===== src/rtl/button_press_classifier.sv =====
// -----------------------------------------------------------------------------
// button_press_classifier
//
// Front-end for one raw push-button. The pin is brought into the clock domain
// by a two-flop synchroniser and debounced into a clean pressed level. Each
// press is then classified by a small FSM into short, long and auto-repeat
// events. Every event is a registered single-cycle pulse. Downstream
// digit/LED drivers use these pulses as increment and mode strobes.
//
// Parameters
//   DEBOUNCE_CYCLES : number of consecutive cycles that the synchronised level
//                     must disagree with o_level before o_level follows it
//                     (minimum 2)
//   LONG_CYCLES     : cycles from the press pulse to the long pulse (min 2)
//   REPEAT_CYCLES   : auto-repeat period after the long pulse (min 2)
//   ACTIVE_LEVEL    : raw i_button level that means "pressed"
//
// Ports
//   i_clk          : system clock
//   i_rst          : synchronous reset, active-high
//   i_button       : raw asynchronous button pin
//   i_repeat_en    : 1 = emit repeat pulses while long-held
//   o_level        : debounced pressed level (1 = pressed)
//   o_press_pulse  : one cycle when a press is recognised
//   o_short_pulse  : one cycle on release before the long threshold
//   o_long_pulse   : one cycle when the hold reaches LONG_CYCLES
//   o_repeat_pulse : one cycle per REPEAT_CYCLES while long-held and enabled
// -----------------------------------------------------------------------------
module button_press_classifier #(
    parameter int unsigned DEBOUNCE_CYCLES = 1000000,
    parameter int unsigned LONG_CYCLES     = 50000000,
    parameter int unsigned REPEAT_CYCLES   = 10000000,
    parameter logic        ACTIVE_LEVEL    = 1'b0
) (
    input  logic i_clk,
    input  logic i_rst,
    input  logic i_button,
    input  logic i_repeat_en,
    output logic o_level,
    output logic o_press_pulse,
    output logic o_short_pulse,
    output logic o_long_pulse,
    output logic o_repeat_pulse
);

    // -------------------------------------------------------------------------
    // Counter widths and terminal values
    // -------------------------------------------------------------------------
    localparam int DB_W   = $clog2(DEBOUNCE_CYCLES);
    localparam int HOLD_W = $clog2(LONG_CYCLES);
    localparam int REP_W  = $clog2(REPEAT_CYCLES);

    localparam logic [DB_W-1:0]   DB_LAST   = DB_W'(DEBOUNCE_CYCLES - 1);
    localparam logic [HOLD_W-1:0] HOLD_LAST = HOLD_W'(LONG_CYCLES - 1);
    localparam logic [REP_W-1:0]  REP_LAST  = REP_W'(REPEAT_CYCLES - 1);

    localparam int SYNC_STAGES = 2;

    // -------------------------------------------------------------------------
    // Synchroniser
    // -------------------------------------------------------------------------
    // The stages reset to the released level. This makes a button that is held
    // through reset look like a fresh press once reset is released.
    logic [SYNC_STAGES-1:0] sync_q;

    genvar gi;
    generate
        for (gi = 0; gi < SYNC_STAGES; gi++) begin : g_sync
            logic stage_in;
            if (gi == 0) begin : g_first
                assign stage_in = i_button;
            end else begin : g_chain
                assign stage_in = sync_q[gi-1];
            end

            always_ff @(posedge i_clk) begin
                if (i_rst) begin
                    sync_q[gi] <= ~ACTIVE_LEVEL;
                end else begin
                    sync_q[gi] <= stage_in;
                end
            end
        end
    endgenerate

    // Synchronised "pressed" indication. Nothing else looks at i_button.
    logic p_sync;
    assign p_sync = (sync_q[SYNC_STAGES-1] == ACTIVE_LEVEL);

    // -------------------------------------------------------------------------
    // Debounce
    // -------------------------------------------------------------------------
    logic            level_q, level_d;
    logic [DB_W-1:0] db_cnt_q, db_cnt_d;

    always_comb begin
        level_d  = level_q;
        db_cnt_d = db_cnt_q;
        if (p_sync == level_q) begin
            // Agreement (or a bounce back) restarts the qualification window.
            db_cnt_d = '0;
        end else if (db_cnt_q == DB_LAST) begin
            level_d  = p_sync;
            db_cnt_d = '0;
        end else begin
            db_cnt_d = db_cnt_q + DB_W'(1);
        end
    end

    always_ff @(posedge i_clk) begin
        if (i_rst) begin
            level_q  <= 1'b0;
            db_cnt_q <= '0;
        end else begin
            level_q  <= level_d;
            db_cnt_q <= db_cnt_d;
        end
    end

    // -------------------------------------------------------------------------
    // Press classifier FSM
    // -------------------------------------------------------------------------
    typedef enum logic [1:0] {
        ST_IDLE = 2'd0,
        ST_HELD = 2'd1,
        ST_LONG = 2'd2
    } state_t;

    state_t              state_q, state_d;
    logic [HOLD_W-1:0]   hold_cnt_q, hold_cnt_d;
    logic [REP_W-1:0]    rep_cnt_q, rep_cnt_d;
    logic                press_q, press_d;
    logic                short_q, short_d;
    logic                long_q, long_d;
    logic                repeat_q, repeat_d;

    always_comb begin
        state_d    = state_q;
        hold_cnt_d = hold_cnt_q;
        rep_cnt_d  = rep_cnt_q;
        press_d    = 1'b0;
        short_d    = 1'b0;
        long_d     = 1'b0;
        repeat_d   = 1'b0;

        case (state_q)
            ST_IDLE: begin
                if (level_q) begin
                    press_d    = 1'b1;
                    hold_cnt_d = '0;
                    state_d    = ST_HELD;
                end
            end

            ST_HELD: begin
                // Release is tested first. If the release arrives on the same
                // cycle as the threshold, the event is classified as short.
                if (!level_q) begin
                    short_d = 1'b1;
                    state_d = ST_IDLE;
                end else if (hold_cnt_q == HOLD_LAST) begin
                    long_d    = 1'b1;
                    rep_cnt_d = '0;
                    state_d   = ST_LONG;
                end else begin
                    hold_cnt_d = hold_cnt_q + HOLD_W'(1);
                end
            end

            ST_LONG: begin
                if (!level_q) begin
                    // A long press already reported itself, so the release is
                    // silent.
                    state_d = ST_IDLE;
                end else if (!i_repeat_en) begin
                    // Holding the counter at zero means that re-enabling
                    // starts a full period.
                    rep_cnt_d = '0;
                end else if (rep_cnt_q == REP_LAST) begin
                    repeat_d  = 1'b1;
                    rep_cnt_d = '0;
                end else begin
                    rep_cnt_d = rep_cnt_q + REP_W'(1);
                end
            end

            default: begin
                state_d = ST_IDLE;
            end
        endcase
    end

    always_ff @(posedge i_clk) begin
        if (i_rst) begin
            state_q    <= ST_IDLE;
            hold_cnt_q <= '0;
            rep_cnt_q  <= '0;
            press_q    <= 1'b0;
            short_q    <= 1'b0;
            long_q     <= 1'b0;
            repeat_q   <= 1'b0;
        end else begin
            state_q    <= state_d;
            hold_cnt_q <= hold_cnt_d;
            rep_cnt_q  <= rep_cnt_d;
            press_q    <= press_d;
            short_q    <= short_d;
            long_q     <= long_d;
            repeat_q   <= repeat_d;
        end
    end

    // -------------------------------------------------------------------------
    // Outputs
    // -------------------------------------------------------------------------
    assign o_level        = level_q;
    assign o_press_pulse  = press_q;
    assign o_short_pulse  = short_q;
    assign o_long_pulse   = long_q;
    assign o_repeat_pulse = repeat_q;

endmodule

===== config.mk =====
export PLATFORM = sky130hd
export DESIGN_NAME = button_press_classifier
export DESIGN_NICKNAME = d
export VERILOG_FILES = /design/src/rtl/button_press_classifier.sv
export SDC_FILE = /design/constraint.sdc
export NUM_CORES = 1
export LEC_CHECK = 0
export BUFFER_PORTS_ARGS = -buffer_cell sky130_fd_sc_hd__buf_4
export CAP_MARGIN = 20
export CORE_MARGIN = 8
export CORE_UTILIZATION = 50
export CTS_BUF_LIST = sky130_fd_sc_hd__clkbuf_2 sky130_fd_sc_hd__clkbuf_4 sky130_fd_sc_hd__clkbuf_8
export DETAILED_ROUTE_END_ITERATION = 6
export GPL_ROUTABILITY_DRIVEN = 0
export PLACE_DENSITY = 0.66
export SETUP_SLACK_MARGIN = 0.3
export SLEW_MARGIN = 15
export SYNTH_ARGS = -nofsm -noshare
export SYNTH_HDL_FRONTEND = slang
export SYNTH_SLANG_ARGS = --single-unit

===== constraint.sdc =====
create_clock -name i_clk -period 3.28 [get_ports i_clk]
set_clock_uncertainty 0.2 [all_clocks]
set_input_delay 0.656 -clock i_clk [delete_from_list [all_inputs] [get_ports i_clk]]
set_output_delay 0.656 -clock i_clk [all_outputs]
set_load 0.02 [all_outputs]

==> flow_summary_export.csv <==
group,metric,value,unit
status,run_status,"completed",
power_and_ir_drop,p_leak,1.38,nW
critical_path,endpoint_kind,"flip-flop",
synthesis,yosys_warnings,0,
synthesis,synthFlopType,"dfxtp_1",
clock_tree,cts_hold_buf,0,
critical_path,critPathTopFamily,"simple AND/OR/NAND/NOR gates",
final_layout,syn_to_final_growth,9.28,%
timing,finalCriticalPeriod,2560,ps
final_layout,layout.nets,477,
critical_path,slowest_delay,550,ps
critical_path,crit_arrival,2630,ps
critical_path,crit_buf_inv,0,
drt,via_per_inst,5.91,
grt,grt_pass1_wl,14700,µm
min_path,hold_path.class,"reg -> reg",
drt,dr.first_iter.drc_count,175,
synthesis,syn_area,3960,µm²
clock_tree,cts-resized-gates,0,
final_layout,antenna_cells,0,
clock_tree,cts_tree,"built",
critical_path,cp_max_fo,10,
place,portBuffers,8,
clock_tree,cts_buffer_depth,2,
clock_tree,post_cts_buffers,0,
clock_tree,h-tree-depth,3,
clock_tree,cts.clk_slew.worst_paths,80,ps
grt,overflow,0,
timing,rsz0062_at_grt,"false",
timing,final_hold_viol_count,0,
die,core_area,7690,µm²
drt,vias,3408,
die,start_util,51.5,%
drt,wl_per_cell,14.7,µm
drt,route.detailed.drc,0,
synthesis,seq_area_frac_synth,39.9,%
timing,setup_tns,0,ps
clock_tree,clk_latency,350,ps
synthesis,syn_avg_cell_area,8.47,µm²
place,dp_hpwl,5930,µm
timing,tightest_slew,961,ps
synthesis,synth_edf_count,0,
synthesis,synth_fp_nets,475,
drt,drt-total-wl,8510,µm
grt,grt_max_degree,25,
timing,max_freq,391,MHz
power_and_ir_drop,powerDensity,419,nW/µm²
die,ios,9,
synthesis,synth-seq-cells,79,
critical_path,critPathSlowestCell,"dfxtp_1",
synthesis,synthCells,468,
timing,slew_headroom,35.9,%
synthesis,async_flop_share,0,%
timing,final.period_utilization,77.9,%
flow_run,cap_violations,0,
grt,first_global_vias,3148,
timing,slew_viol_final,0,
die,die_w,105,µm
power_and_ir_drop,fin_total_pwr,0.00181,W
critical_path,path_class,"reg -> reg",
grt,grt_antenna_before_repair,0,
drt,drtAntennaViolNets,0,
final_layout,drive_gt1_share,9.47,%
clock_tree,clock_sinks,79,
timing,finalSetupViolations,0,
synthesis,synth_cell_types,56,
critical_path,cp.required,3360,ps
clock_tree,numCtsBuffers,9,
power_and_ir_drop,irDropWorstVdd,0.358,mV
clock_tree,root_buffer,"clkbuf_8",
drt,dr.pass1.iters,4,
critical_path,cp_cell_sequence,"nand2b_1 > or3_4 > a21o_1 > or4_1 > a21oi_1",
die,die_area,11000,µm²
die,rows,32,
critical_path,startpoint_type,"flip-flop",
grt,grt_use_total,15.8,%
die,die_h,105,µm
placed cells by master, fill, tap and decap left out, types with 4 or more instances in the layout:
| cell | n |
|---|---|
| nand2_1 | 32 |
| xor2_1 | 23 |
| and3_1 | 7 |
| a21o_1 | 4 |
| nor3_1 | 7 |
| nor2_1 | 58 |
| inv_1 | 16 |
| buf_4 | 14 |
| o31ai_1 | 4 |
| clkbuf_8 | 11 |
| or3_1 | 6 |
| nor4_1 | 6 |
| a31oi_1 | 5 |
| and4_1 | 8 |
| or4_1 | 11 |
| nand3_1 | 31 |
| mux2i_1 | 12 |
| o211ai_1 | 4 |
| nand4_1 | 25 |
| a21oi_1 | 29 |
| o21ai_0 | 7 |
| xnor2_1 | 13 |
| and2_1 | 5 |
| dfxtp_1 | 79 |
cell usage after synthesis (7+ instances only):
cell,count,area share [%]
nor2_1,58,5.5
and4_1,8,1.8
clkbuf_1,17,1.6
mux2i_1,12,3.0
o21ai_0,7,0.88
or4_1,11,2.1
xor2_1,23,5.1
nand3_1,31,3.9
and3_1,7,1.1
nand2_1,32,3.0
a21oi_1,29,3.7
xnor2_1,13,2.9
nand4_1,25,3.9
inv_1,16,1.5
nor3_1,7,0.88
dfxtp_1,79,40
state kept, by name, indices dropped and copies added (netlist names):
name and count:
hold_cnt_q 26, sync_q 1, rep_cnt_q 24, o_level 1, o_press_pulse 1, o_short_pulse 1
o_repeat_pulse 1, state_q 2, db_cnt_q 20, o_long_pulse 1, g_sync.stage_in 1
worst paths after layout:
kind                                 start  cells past startpoint                     endpoint  slack, ps
max reg2reg           o_level$_SDFFE_PP0P_                      5  hold_cnt_q[18]$_SDFFE_PP0P_        720
max                   o_level$_SDFFE_PP0P_                      5  hold_cnt_q[18]$_SDFFE_PP0P_        720
min reg2reg  g_sync[1].stage_in$_SDFF_PP1_                      1         sync_q[1]$_SDFF_PP1_        210
min          g_sync[1].stage_in$_SDFF_PP1_                      1         sync_q[1]$_SDFF_PP1_        210
power breakdown:
group / switching, W / internal (W) / total [W]
Sequential: 0.000000748 / 0.000960 / 0.000960
Combinational: 0.0000234 / 0.0000109 / 0.0000343
Clock: 0.000351 / 0.000469 / 0.000820
Total: 0.000375 / 0.00144 / 0.00181
logic make-up (layout without fill, tap and decap cells):
family	after synthesis	after routing	synth area share (%)
multiplexers	13	13	3.32
AND/OR/NAND/NOR	221	221	31.2
adder cells (fa/ha/maj)	3	3	0.947
XOR/XNOR	36	36	7.96
flip-flops	79	79	39.9
AO/OA/AOI/OAI	77	77	12.5
buffers and inverters	39	46	4.10
area by class of cell:
cell class                 count  area, µm²
clock buffer                  11        151
clock inverter                 5       80.1
fill                         743       3360
inverter                      16       60.1
multi-input combinational    350       2220
sequential                    79       1580
tap                          102        128
timing repair buffer          14        105
routing by layer:
| metal | vias to the layer above | global-route usage (%) | routed length [µm] |
|---|---|---|---|
| met5 | - | 0 | 0 |
| met4 | 0 | 4.28 | 111 |
| met3 | 11 | 4.61 | 427 |
| met2 | 81 | 26.0 | 3920 |
| met1 | 1612 | 19.6 | 4050 |
| li1 | 1704 | - | - |
metrics by stage:
stage	worst slack (ps)	util (%)	area [µm²]	cells	hold slack, ps
after floorplan	918	-	3960	468	189
after global placement	790	53.2	4090	560	191
after detailed placement	740	53.2	4090	560	198
after CTS	721	56.2	4320	576	212
after global routing	544	56.3	4330	577	228
final	724	56.3	4330	577	208
No activity file was read; power rests on OpenSTA's default activity.
